`src/rtl/if_id_stage_pkg.sv`:
```
// Shared constants for the fetch stage and D-stage decode:
// reset defaults, MIPS opcodes and immediate-extension modes.
package if_id_stage_pkg;

    localparam logic [31:0] RESET_PC_DEF = 32'h0000_3000;
    localparam logic [31:0] NOP_WORD_DEF = 32'h0000_0000;
    localparam logic [31:0] PC_STEP      = 32'd4;
    localparam logic [31:0] LINK_OFFSET  = 32'd8;

    typedef logic [5:0] opcode_t;

    localparam opcode_t OP_RTYPE = 6'b000000;
    localparam opcode_t OP_BEQ   = 6'b000100;
    localparam opcode_t OP_BNE   = 6'b000101;
    localparam opcode_t OP_ADDI  = 6'b001000;
    localparam opcode_t OP_ADDIU = 6'b001001;
    localparam opcode_t OP_SLTI  = 6'b001010;
    localparam opcode_t OP_ANDI  = 6'b001100;
    localparam opcode_t OP_ORI   = 6'b001101;
    localparam opcode_t OP_XORI  = 6'b001110;
    localparam opcode_t OP_LUI   = 6'b001111;
    localparam opcode_t OP_LB    = 6'b100000;
    localparam opcode_t OP_LH    = 6'b100001;
    localparam opcode_t OP_LW    = 6'b100011;
    localparam opcode_t OP_SB    = 6'b101000;
    localparam opcode_t OP_SH    = 6'b101001;
    localparam opcode_t OP_SW    = 6'b101011;

    localparam logic EXT_ZERO = 1'b0;
    localparam logic EXT_SIGN = 1'b1;

endpackage

```
`src/rtl/if_id_stage_if.sv`:
```
// Fetch-stage bus: hazard controls, instruction-memory port and the
// IF/ID register outputs consumed by the D stage.
interface if_id_stage_if;

    logic        stall;
    logic        flush;
    logic        redirect;
    logic [31:0] redirect_pc;
    logic [31:0] im_addr;
    logic [31:0] im_rdata;
    logic [31:0] pc_f;
    logic [31:0] instr_d;
    logic [31:0] pc_d;
    logic [31:0] pc8_d;
    logic        valid_d;
    logic [5:0]  op_d;
    logic [4:0]  rs_d;
    logic [4:0]  rt_d;
    logic [4:0]  rd_d;
    logic [4:0]  shamt_d;
    logic [5:0]  funct_d;
    logic [15:0] imm16_d;
    logic [25:0] imm26_d;
    logic        ext_op_d;

    modport master (
        input  stall, flush, redirect, redirect_pc, im_rdata,
        output im_addr, pc_f, instr_d, pc_d, pc8_d, valid_d,
               op_d, rs_d, rt_d, rd_d, shamt_d, funct_d,
               imm16_d, imm26_d, ext_op_d
    );

    modport slave (
        output stall, flush, redirect, redirect_pc, im_rdata,
        input  im_addr, pc_f, instr_d, pc_d, pc8_d, valid_d,
               op_d, rs_d, rt_d, rd_d, shamt_d, funct_d,
               imm16_d, imm26_d, ext_op_d
    );

endinterface

```
`src/rtl/if_id_stage_ext_predecode.sv`:
```
// Opcode to immediate-extension mode; shared with the D-stage controller.
module if_id_stage_ext_predecode
    import if_id_stage_pkg::*;
(
    input  opcode_t op,
    output logic    ext_op
);

    // Loads, stores, branches and signed-arithmetic immediates sign-extend.
    always_comb begin
        ext_op = EXT_ZERO;
        case (op)
            OP_LW, OP_SW, OP_LB, OP_LH, OP_SB, OP_SH,
            OP_BEQ, OP_BNE, OP_ADDI, OP_ADDIU, OP_SLTI: ext_op = EXT_SIGN;
            default:                                     ext_op = EXT_ZERO;
        endcase
    end

endmodule

```
`src/rtl/if_id_stage.sv`:
```
// Fetch stage: owns the PC, reads instruction memory and fills the IF/ID
// register with the word, its PC, the link value and the extension mode.
module if_id_stage
    import if_id_stage_pkg::*;
#(
    parameter logic [31:0] RESET_PC = RESET_PC_DEF,
    parameter logic [31:0] NOP_WORD = NOP_WORD_DEF
)(
    input  logic          clk,
    input  logic          reset,
    if_id_stage_if.master bus
);

    logic [31:0] pc_q;
    logic [31:0] instr_q;
    logic [31:0] pc_d_q;
    logic [31:0] pc8_q;
    logic        valid_q;
    logic        ext_q;
    logic        ext_f;

    if_id_stage_ext_predecode u_ext_predecode (
        .op     (bus.im_rdata[31:26]),
        .ext_op (ext_f)
    );

    // Stall outranks redirect; the hazard unit re-issues a dropped redirect.
    always_ff @(posedge clk or negedge reset) begin
        if (!reset) begin
            pc_q <= RESET_PC;
        end else if (!bus.stall) begin
            if (bus.redirect) pc_q <= {bus.redirect_pc[31:2], 2'b00};
            else              pc_q <= pc_q + PC_STEP;
        end
    end

    // Redirect never squashes IF/ID: the delay-slot word is latched normally.
    always_ff @(posedge clk or negedge reset) begin
        if (!reset) begin
            instr_q <= NOP_WORD;
            pc_d_q  <= RESET_PC;
            pc8_q   <= RESET_PC + LINK_OFFSET;
            valid_q <= 1'b0;
            ext_q   <= EXT_ZERO;
        end else if (bus.flush) begin
            instr_q <= NOP_WORD;
            pc_d_q  <= pc_q;
            pc8_q   <= pc_q + LINK_OFFSET;
            valid_q <= 1'b0;
            ext_q   <= EXT_ZERO;
        end else if (!bus.stall) begin
            instr_q <= bus.im_rdata;
            pc_d_q  <= pc_q;
            pc8_q   <= pc_q + LINK_OFFSET;
            valid_q <= 1'b1;
            ext_q   <= ext_f;
        end
    end

    assign bus.im_addr  = pc_q;
    assign bus.pc_f     = pc_q;
    assign bus.instr_d  = instr_q;
    assign bus.pc_d     = pc_d_q;
    assign bus.pc8_d    = pc8_q;
    assign bus.valid_d  = valid_q;
    assign bus.ext_op_d = ext_q;
    assign bus.op_d     = instr_q[31:26];
    assign bus.rs_d     = instr_q[25:21];
    assign bus.rt_d     = instr_q[20:16];
    assign bus.rd_d     = instr_q[15:11];
    assign bus.shamt_d  = instr_q[10:6];
    assign bus.funct_d  = instr_q[5:0];
    assign bus.imm16_d  = instr_q[15:0];
    assign bus.imm26_d  = instr_q[25:0];

endmodule

```
`src/flat_wrapper.sv`:
```
// flat-port wrapper written by rule: the top's interface ports become plain ports
module if_id_stage_flat import if_id_stage_pkg::*;
#(
    parameter logic [31:0] RESET_PC = RESET_PC_DEF,
    parameter logic [31:0] NOP_WORD = NOP_WORD_DEF
)
  (clk, reset, bus_stall, bus_flush, bus_redirect, bus_redirect_pc, bus_im_rdata, bus_im_addr, bus_pc_f, bus_instr_d, bus_pc_d, bus_pc8_d, bus_valid_d, bus_op_d, bus_rs_d, bus_rt_d, bus_rd_d, bus_shamt_d, bus_funct_d, bus_imm16_d, bus_imm26_d, bus_ext_op_d);
  if_id_stage_if bus_i ();
  input  logic clk;
  input  logic reset;
  input wire logic [$bits(bus_i.stall)-1:0] bus_stall;
  input wire logic [$bits(bus_i.flush)-1:0] bus_flush;
  input wire logic [$bits(bus_i.redirect)-1:0] bus_redirect;
  input wire logic [$bits(bus_i.redirect_pc)-1:0] bus_redirect_pc;
  input wire logic [$bits(bus_i.im_rdata)-1:0] bus_im_rdata;
  output wire logic [$bits(bus_i.im_addr)-1:0] bus_im_addr;
  output wire logic [$bits(bus_i.pc_f)-1:0] bus_pc_f;
  output wire logic [$bits(bus_i.instr_d)-1:0] bus_instr_d;
  output wire logic [$bits(bus_i.pc_d)-1:0] bus_pc_d;
  output wire logic [$bits(bus_i.pc8_d)-1:0] bus_pc8_d;
  output wire logic [$bits(bus_i.valid_d)-1:0] bus_valid_d;
  output wire logic [$bits(bus_i.op_d)-1:0] bus_op_d;
  output wire logic [$bits(bus_i.rs_d)-1:0] bus_rs_d;
  output wire logic [$bits(bus_i.rt_d)-1:0] bus_rt_d;
  output wire logic [$bits(bus_i.rd_d)-1:0] bus_rd_d;
  output wire logic [$bits(bus_i.shamt_d)-1:0] bus_shamt_d;
  output wire logic [$bits(bus_i.funct_d)-1:0] bus_funct_d;
  output wire logic [$bits(bus_i.imm16_d)-1:0] bus_imm16_d;
  output wire logic [$bits(bus_i.imm26_d)-1:0] bus_imm26_d;
  output wire logic [$bits(bus_i.ext_op_d)-1:0] bus_ext_op_d;
  assign bus_i.stall = bus_stall;
  assign bus_i.flush = bus_flush;
  assign bus_i.redirect = bus_redirect;
  assign bus_i.redirect_pc = bus_redirect_pc;
  assign bus_i.im_rdata = bus_im_rdata;
  assign bus_im_addr = bus_i.im_addr;
  assign bus_pc_f = bus_i.pc_f;
  assign bus_instr_d = bus_i.instr_d;
  assign bus_pc_d = bus_i.pc_d;
  assign bus_pc8_d = bus_i.pc8_d;
  assign bus_valid_d = bus_i.valid_d;
  assign bus_op_d = bus_i.op_d;
  assign bus_rs_d = bus_i.rs_d;
  assign bus_rt_d = bus_i.rt_d;
  assign bus_rd_d = bus_i.rd_d;
  assign bus_shamt_d = bus_i.shamt_d;
  assign bus_funct_d = bus_i.funct_d;
  assign bus_imm16_d = bus_i.imm16_d;
  assign bus_imm26_d = bus_i.imm26_d;
  assign bus_ext_op_d = bus_i.ext_op_d;
  if_id_stage #(.RESET_PC(RESET_PC), .NOP_WORD(NOP_WORD)) u_core (.clk(clk), .reset(reset), .bus(bus_i));
endmodule
```
`config.mk`:
```
export PLATFORM = sky130hd
export DESIGN_NAME = if_id_stage_flat
export DESIGN_NICKNAME = d
export VERILOG_FILES = /design/src/rtl/if_id_stage_pkg.sv /design/src/rtl/if_id_stage_if.sv /design/src/rtl/if_id_stage_ext_predecode.sv /design/src/rtl/if_id_stage.sv /design/src/flat_wrapper.sv
export SDC_FILE = /design/constraint.sdc
export NUM_CORES = 1
export LEC_CHECK = 0
export ABC_AREA = 1
export BUFFER_PORTS_ARGS = -buffer_cell sky130_fd_sc_hd__buf_4
export CORE_MARGIN = 5
export CORE_UTILIZATION = 44
export CTS_CLUSTER_SIZE = 14
export DETAILED_ROUTE_END_ITERATION = 12
export PLACE_DENSITY = 0.88
export SYNTH_ARGS = -nofsm -noshare
export SYNTH_HDL_FRONTEND = slang
export SYNTH_SLANG_ARGS = --single-unit
export TNS_END_PERCENT = 1
```
`constraint.sdc`:
```
create_clock -name clk -period 1.4 [get_ports clk]
set_input_delay 0.07 -clock clk [delete_from_list [all_inputs] [get_ports clk]]
set_output_delay 0.07 -clock clk [all_outputs]
set_load 0.01 [all_outputs]
```
[Word level (Yosys, flattened, before mapping)]
Index checks and enable logic that the tools add are counted.
Storage, ports and cells
  input bits: 69
  word-level logic and storage cells: 33
  flip-flop bits (word level): 130
  output and inout bits: 236
Operators by class
  add/subtract/negate cells: 2
  reductions and logical operators: 1
  equality and inequality tests: 12
  mux-type cells: 12
Operator list (count)
  $mux W32: 7
  $eq A6 B6 Y1 const B: 6
  $add A32 B3 Y32 const B: 1
  $add A32 B4 Y32 const B: 1
  $eq A6 B4 Y1 const B: 3
  $eq A6 B3 Y1 const B: 2
  $reduce_or A11 Y1: 1
  $mux W1: 5
  $ne A2 B1 Y1 const B: 1

[Depth between registers and ports, before layout]
Gate-level depths: netlist of run 1.
  depth after elaboration: 5
  gate-level depth with buffers: 10
  depth with buffers taken out: 10

[By module]
A second synthesis of run 1 with hierarchy kept.
Unflattened totals
  cells, all modules: 953
  area total of the unflattened synthesis: 7139.3 um^2
Modules (own cells, without submodules)
  if_id_stage: cells an instance 940, sequential area each 3086.7 um^2, instances 1, area an instance 7085.5 um^2
  if_id_stage_ext_predecode: cells an instance 13, sequential area each 0.0 um^2, instances 1, area an instance 53.8 um^2

[Worst setup path after synthesis of run 1]
No wires, ideal clock.
  kind: register to register
  start point: reg u_core.pc_q[4] (netlist: u_core.bus.im_addr[4])
  end point: reg u_core.pc_q[19] (netlist: u_core.bus.im_addr[19])
  stages on the path, launching flop included: 11
  arrival time: 1.531 ns
  data required time: 1.283 ns
  period minus slack after synthesis: 1.648 ns
  buffers on the path: 0
  path slack: -0.248 ns
  setup time: 0.117 ns
  cell sequence: dfrtp_1 > ha_1 > inv_1 > nor2_4 > nand2_2 > nor2_4 > nand2_1 > nand2_1 > nand3_1 > nand2_1 > nand2_1
On the way
  cells in the longest elaborated chain, start to end: 2
Ends and longest elaborated chain
  from (decl): line if_id_stage.sv:14  | logic [31:0] pc_q;
  from (signal assigned): line if_id_stage.sv:32  | if (bus.redirect) pc_q <= {bus.redirect_pc[31:2], 2'b00};
  from (signal assigned): line if_id_stage.sv:33  | else pc_q <= pc_q + PC_STEP;
  $add A32 B3 Y32: line if_id_stage.sv:33
  $mux W32: line if_id_stage.sv:32
No other way between the ends.
A chain may end at the register's enable or synchronous reset.

[Worst setup path after layout of run 1]
  start point: reg u_core.pc_q[3] (netlist: u_core.bus.im_addr[3])
  end point: reg u_core.pc_q[29] (netlist: u_core.bus.im_addr[29])
Same word-level chain as after synthesis.

==> results.json, run 1 <==
{
  "grt_pass1_wl_mm": 40.0,
  "ys_seq_area_frac": 0.434,
  "holdPathEnd": "u_core.bus.im_addr[26]",
  "dp.cells": 1407,
  "post_dp_cell_area_sq_um": 9480,
  "synth_area_sq_um": 7110,
  "fin_nets": 1340,
  "stdcell_area_sq_um": 10700,
  "drcViolationCount": 0,
  "grt_pass1_vias": 7579,
  "multi_input_area_sq_um": 3010,
  "rsz0062_at_grt": "true",
  "status": "finished with violations",
  "ant_nets": 0,
  "path_clk_slew_ns": 0.06,
  "crit_family": "simple AND/OR/NAND/NOR gates",
  "drt_wl_total_mm": 26.4,
  "violations": "setup timing",
  "startpoint": "u_core.bus.im_addr[3]",
  "report.final.slew_viol_count": 0,
  "clk_path_buf_depth": 2,
  "worst_skew_pair.late_latency_ns": 0.42,
  "via_count": 7630,
  "rr_endpoint": "u_core.bus.im_addr[29]",
  "maxCapViolations": 0,
  "cts_tree": "built",
  "hp-class": "input pin to flop",
  "setup.worst_path.start_class": "flop",
  "syn_to_final_growth_pct": 50.7,
  "cts_buffers": 17,
  "path_class": "flop to flop",
  "synth_seq_cells": 123,
  "wl_per_cell_um": 17.6,
  "timing.critical_path.buf_inv": 0,
  "slowest_delay_ns": 0.43,
  "hold_viol": 0,
  "power.leakage_nw": 5.53,
  "worstPathArrival_ns": 1.87,
  "critPathCaptureType": "flop",
  "finalPower_mw": 12.3,
  "syn_inst": 946,
  "initial_core_util": 0.448,
  "synth_cell_types": 36,
  "syn-mean-instance-area_sq_um": 7.52,
  "cp_max_fo": 4,
  "nFillCells": 1226,
  "timing.rr.start": "u_core.bus.im_addr[3]",
  "dpl_worst_slack_ns": -0.283,
  "dp_hpwl_mm": 19.0,
  "fin_ws_ns": -0.157,
  "hold_ws_ns": 0.0151,
  "power-per-cell-area_nw_per_um2": 1150,
  "min_path_cells": 5,
  "reg2reg_depth": 10,
  "core_sq_um": 15900,
  "htree_levels": 4,
  "fin_crit_ns": 1.56,
  "die-area_sq_um": 18800,
  "drive_above_1_share": 0.389,
  "r2r_slack_ns": -0.16,
  "num_io_pins": 305,
  "die_width_um": 137,
  "antenna_found_initial": 1,
  "fin_crit_sh": 1.11,
  "io_buffers": 294,
  "root_buffer": "clkbuf_16",
  "critPathSlowestCell": "dfrtp_2",
  "synth_async_sr_flop_share": 1.00,
  "min_from": "bus_redirect_pc[26]",
  "finalNonFillerCells": 1496,
  "yosys_warnings": 0,
  "clock-sinks": 123,
  "setup_viol": 42,
  "final_cell_mix": "buf_4, nand2_1, dfrtp_1, nand3_1, nor2_1",
  "crit_path_frequent_cell": "nand2_1",
  "synth_edf_count": 0,
  "via_per_inst": 5.10,
  "mostFrequentLayoutCell": "buf_4",
  "cp.required_ns": 1.71,
  "irDropWorstVdd_mv": 0.836,
  "grt_max_degree": 39,
  "drtIter0Drc": 484,
  "area.sequential_sq_um": 3090,
  "fp.dieH_um": 137,
  "grt_usage": 0.275,
  "clock.fmax_mhz": 642,
  "finalClockSkew_ns": 0.00749,
  "cp_cell_sequence": "ha_4, nand2_4, nor2_4, nand2_4, nor2_4, nand2_1, nand2_1, nand3_1, nand2_1, nand2_1",
  "grt_overflow_total": 0,
  "firstDrtPassIters": 7,
  "fp-row-count": 46,
  "gp_congestion": 0.941,
  "ys.flop_type": "dfrtp_1"
}
==> sequential cells by signal, indices dropped and copies added (netlist names) <==
| name | count |
|---|---|
| u_core.bus.ext_op_d | 1 |
| u_core.bus.im_addr | 30 |
| u_core.bus.instr_d | 32 |
| u_core.bus.pc8_d | 30 |
| u_core.bus.pc_d | 29 |
| u_core.bus.valid_d | 1 |
==> cells in the mapped netlist, types with 4 or more instances <==
library cell / n / area [sq um]
a21oi_1: 20 / 100
buf_2: 7 / 35.0
buf_4: 113 / 848
clkbuf_1: 25 / 93.8
dfrtp_1: 116 / 2900
dfstp_2: 7 / 184
inv_1: 64 / 240
nand2_1: 287 / 1080
nand2_2: 6 / 37.5
nand3_1: 90 / 450
nand4_1: 10 / 62.6
nor2_1: 83 / 312
nor2_2: 8 / 50.1
nor2_4: 8 / 90.1
o211ai_1: 7 / 52.6
o21ai_0: 57 / 285
xor2_1: 4 / 35.0
==> how the worst max path moves through the flow <==
stage                                  end  slack (ns)  cells after the start
finish              u_core.bus.im_addr[29]       -0.16                     10
global route        u_core.bus.im_addr[29]       -0.24                     10
CTS                 u_core.bus.im_addr[29]       -0.09                     10
detailed placement    u_core.bus.pc8_d[25]       -0.28                      8
global placement      u_core.bus.pc8_d[25]       -0.22                      8
floorplan           u_core.bus.im_addr[29]       -0.04                     10
==> tightest hold or removal path, stage by stage <==
cell and delay, ns:
buf_4 0.08, nor2_1 0.03, nor2_1 0.11, nand2_1 0.07, nand2_1 0.04
==> stage by stage <==
step	utilization	TNS, ns
2_1_floorplan	-	-0.460
3_3_place_gp	0.597	-1.85
3_5_place_dp	0.597	-3.00
4_1_cts	0.669	-1.35
5_1_grt	0.675	-7.79
6_report	0.675	-2.26
==> final cells by class <==
class	instances	area share
repair buffers	444	0.333
flip-flops and latches	123	0.289
multi-input cells	615	0.281
clock buffers	20	0.0408
well taps	216	0.0252
inverters	68	0.0239
clock inverters	9	0.00724
diodes	1	0.000234
==> power by group <==
group          internal, mW  switching, mW  total [mW]
registers              4.03          0.393        4.43
logic                  1.89           2.09        3.97
clock network          2.38           1.57        3.95
total                  8.30           4.04        12.3
==> routing by layer <==
| metal | up-vias | GRT usage | routed length, um |
|---|---|---|---|
| met5 | - | 0 | 0 |
| met4 | 0 | 0.111 | 887 |
| met3 | 73 | 0.0614 | 2330 |
| met2 | 421 | 0.501 | 13600 |
| met1 | 3600 | 0.309 | 9540 |
| li1 | 3536 | - | - |
==> repair_timing <==
action / in CTS / in global routing
pin swaps: 15 / 13
hold buffers: 50 / 0
setup buffers: 4 / 5
endpoints found under the setup margin: 42 / 74
endpoints found under the hold margin: 102 / 0
resized for setup: 29 / 17
==> cells by family after synthesis <==
kind of cell	share of synthesized area
compound gates	0.0764
xor+xnor	0.00616
fa+ha+maj	0.00352
buf+inv	0.176
flops	0.434
other cells	0.000527
simple gates	0.303
Power figures use the tool's default switching activity.
==> run 2, diff against run 1 <==
--- a/config.mk
+++ b/config.mk
@@ -9,6 +9,7 @@
 export BUFFER_PORTS_ARGS = -buffer_cell sky130_fd_sc_hd__buf_4
 export CORE_MARGIN = 5
 export CORE_UTILIZATION = 44
+export CTS_BUF_LIST = sky130_fd_sc_hd__clkbuf_8
 export CTS_CLUSTER_SIZE = 14
 export DETAILED_ROUTE_END_ITERATION = 12
 export PLACE_DENSITY = 0.88
==> run 2 against run 1 <==
The flow still finishes with violations (setup timing); register-to-register slack got worse by 0.05 ns; core utilization down 0.50 points; non-clock buffer count up 12; critical path type unchanged; highest routed layer unchanged.
==> results.json, run 2 (same netlist as run 1, synthesis figures left out) <==
{
  "syn_to_final_growth_pct": 49.6,
  "wl_per_cell_um": 17.8,
  "path_class": "flop to flop",
  "finalNonFillerCells": 1508,
  "fin_crit_ns": 1.61,
  "worst_skew_pair.late_latency_ns": 0.45,
  "mostFrequentLayoutCell": "buf_4",
  "cts_tree": "built",
  "swShare": 0.350,
  "firstDrtPassIters": 7,
  "finalPower_mw": 11.2,
  "clock.fmax_mhz": 621,
  "via_count": 7792,
  "setup.worst_path.start_class": "flop",
  "violations": "setup timing",
  "fp-row-count": 46,
  "status": "finished with violations",
  "antenna_found_initial": 1,
  "nFillCells": 1231,
  "clock-sinks": 123,
  "gp_congestion": 0.941,
  "cp_cell_sequence": "ha_4, nand2_4, nor2_4, inv_2, a21oi_2, o211ai_1, o21ai_1, inv_1",
  "grt_usage": 0.277,
  "hp-class": "input pin to flop",
  "worstPathArrival_ns": 1.95,
  "drcViolationCount": 0,
  "cts_buffers": 17,
  "grt_pass1_vias": 7686,
  "dpl_worst_slack_ns": -0.283,
  "die_width_um": 137,
  "p_seq_frac": 0.396,
  "hold_viol": 0,
  "critPathCaptureType": "flop",
  "drive_above_1_share": 0.383,
  "multi_input_area_sq_um": 2980,
  "fin_nets": 1352,
  "num_io_pins": 305,
  "via_per_inst": 5.17,
  "fin_crit_sh": 1.15,
  "drt_wl_total_mm": 26.8,
  "rsz0062_at_grt": "true",
  "drtIter0Drc": 421,
  "grt_overflow_total": 0,
  "area.sequential_sq_um": 3090,
  "initial_core_util": 0.448,
  "internal-power_mw": 7.26,
  "fin_ws_ns": -0.211,
  "cp.required_ns": 1.74,
  "finalClockSkew_ns": 0.0123,
  "clkPwrFrac": 0.246,
  "grt_max_degree": 39,
  "fp.dieH_um": 137,
  "critPathSlowestCell": "dfrtp_2",
  "slowest_delay_ns": 0.43,
  "clk_path_buf_depth": 2,
  "dp.cells": 1407,
  "report.final.slew_viol_count": 0,
  "setup_viol": 40,
  "combPwrFrac": 0.358,
  "irDropWorstVdd_mv": 0.575,
  "timing.critical_path.buf_inv": 2,
  "die-area_sq_um": 18800,
  "final_cell_mix": "buf_4, nand2_1, dfrtp_1, nand3_1, nor2_1",
  "root_buffer": "clkbuf_8",
  "power.leakage_nw": 5.50,
  "cp_max_fo": 4,
  "ant_nets": 0,
  "core_sq_um": 15900,
  "maxCapViolations": 0,
  "largest_reg_flops": 32,
  "crit_family": "flip-flops",
  "power-per-cell-area_nw_per_um2": 1050,
  "grt_pass1_wl_mm": 40.3,
  "io_buffers": 294,
  "path_clk_slew_ns": 0.08,
  "switchingPower_mw": 3.90,
  "dp_hpwl_mm": 19.0,
  "htree_levels": 4
}
-- run 2: changes by cell type in the layout (fill, tap and decap cells not counted), sizes merged --
cell / before / now
inv: 65 / 68
dlygate4sd3: 50 / 64
clkinv: 8 / 7
clkbuf: 20 / 17
buf: 394 / 392
clkinvlp: 3 / 4
-- run 2: final timing paths --
kind / end / slack (ns) / depth (start not counted) / startpoint
worst max register to register: u_core.bus.im_addr[7] / -0.21 / 8 / u_core.bus.im_addr[3]
worst min register to register: u_core.bus.pc_d[13] / 0.47 / 2 / u_core.bus.pc_d[13]
min in group asynchronous: u_core.bus.pc_d[15] / 0.11 / 2 / reset
worst max-delay path: u_core.bus.im_addr[7] / -0.21 / 8 / u_core.bus.im_addr[3]
worst min-delay path: u_core.bus.im_addr[11] / 0.05 / 3 / bus_redirect
max in group asynchronous: u_core.bus.im_addr[15] / 0.66 / 3 / reset
-- run 2: area by class of cell --
type | instances | share of cell area
diodes | 1 | 0.000235
well taps | 216 | 0.0254
multi-input cells | 615 | 0.281
flip-flops and latches | 123 | 0.291
clock buffers | 17 | 0.0220
inverters | 68 | 0.0245
repair buffers | 456 | 0.348
clock inverters | 12 | 0.00835
-- run 2: timing repair --
| action | CTS | global route |
|---|---|---|
| endpoints found under the setup margin | 42 | 75 |
| pin swaps | 12 | 11 |
| buffers inserted | 4 | 3 |
| resized for setup | 23 | 23 |
| hold endpoints to repair | 183 | 0 |
| hold buffers | 64 | 0 |
-- run 2: per-stage QoR --
step | hold slack [ns] | utilization | TNS, ns | cell area, sq um
final | 0.0498 | 0.670 | -2.97 | 10600
after global routing | 0.0609 | 0.670 | -7.46 | 10600
after CTS | 0.0145 | 0.664 | -1.63 | 10500
after detailed placement | 0.0555 | 0.597 | -3.00 | 9480
after global placement | 0.0465 | 0.597 | -1.85 | 9480
after floorplan | -0.226 | - | -0.460 | 7220
-- run 2: per-layer routing --
| layer | track usage | up-vias | routed length (um) |
|---|---|---|---|
| met5 | 0 | - | 0 |
| li1 | - | 3561 | - |
| met1 | 0.301 | 3691 | 9430 |
| met2 | 0.501 | 443 | 13800 |
| met3 | 0.0651 | 97 | 2330 |
| met4 | 0.137 | 0 | 1240 |
-- run 2: power groups by stage --
stage | Combinational, mW | Clock (mW) | Sequential, mW
6_report | 4.00 | 2.74 | 4.42
5_1_grt | 4.29 | 2.93 | 4.46
4_1_cts | 3.88 | 2.79 | 4.40
2_1_floorplan | 1.52 | 0 | 4.70
3_5_place_dp | 3.65 | 0 | 4.47
3_3_place_gp | 3.58 | 0 | 4.45
-- run 2: tightest hold or removal path, stage by stage --
cell and delay, ns:
buf_4 0.20, a31oi_1 0.06, o22ai_1 0.12
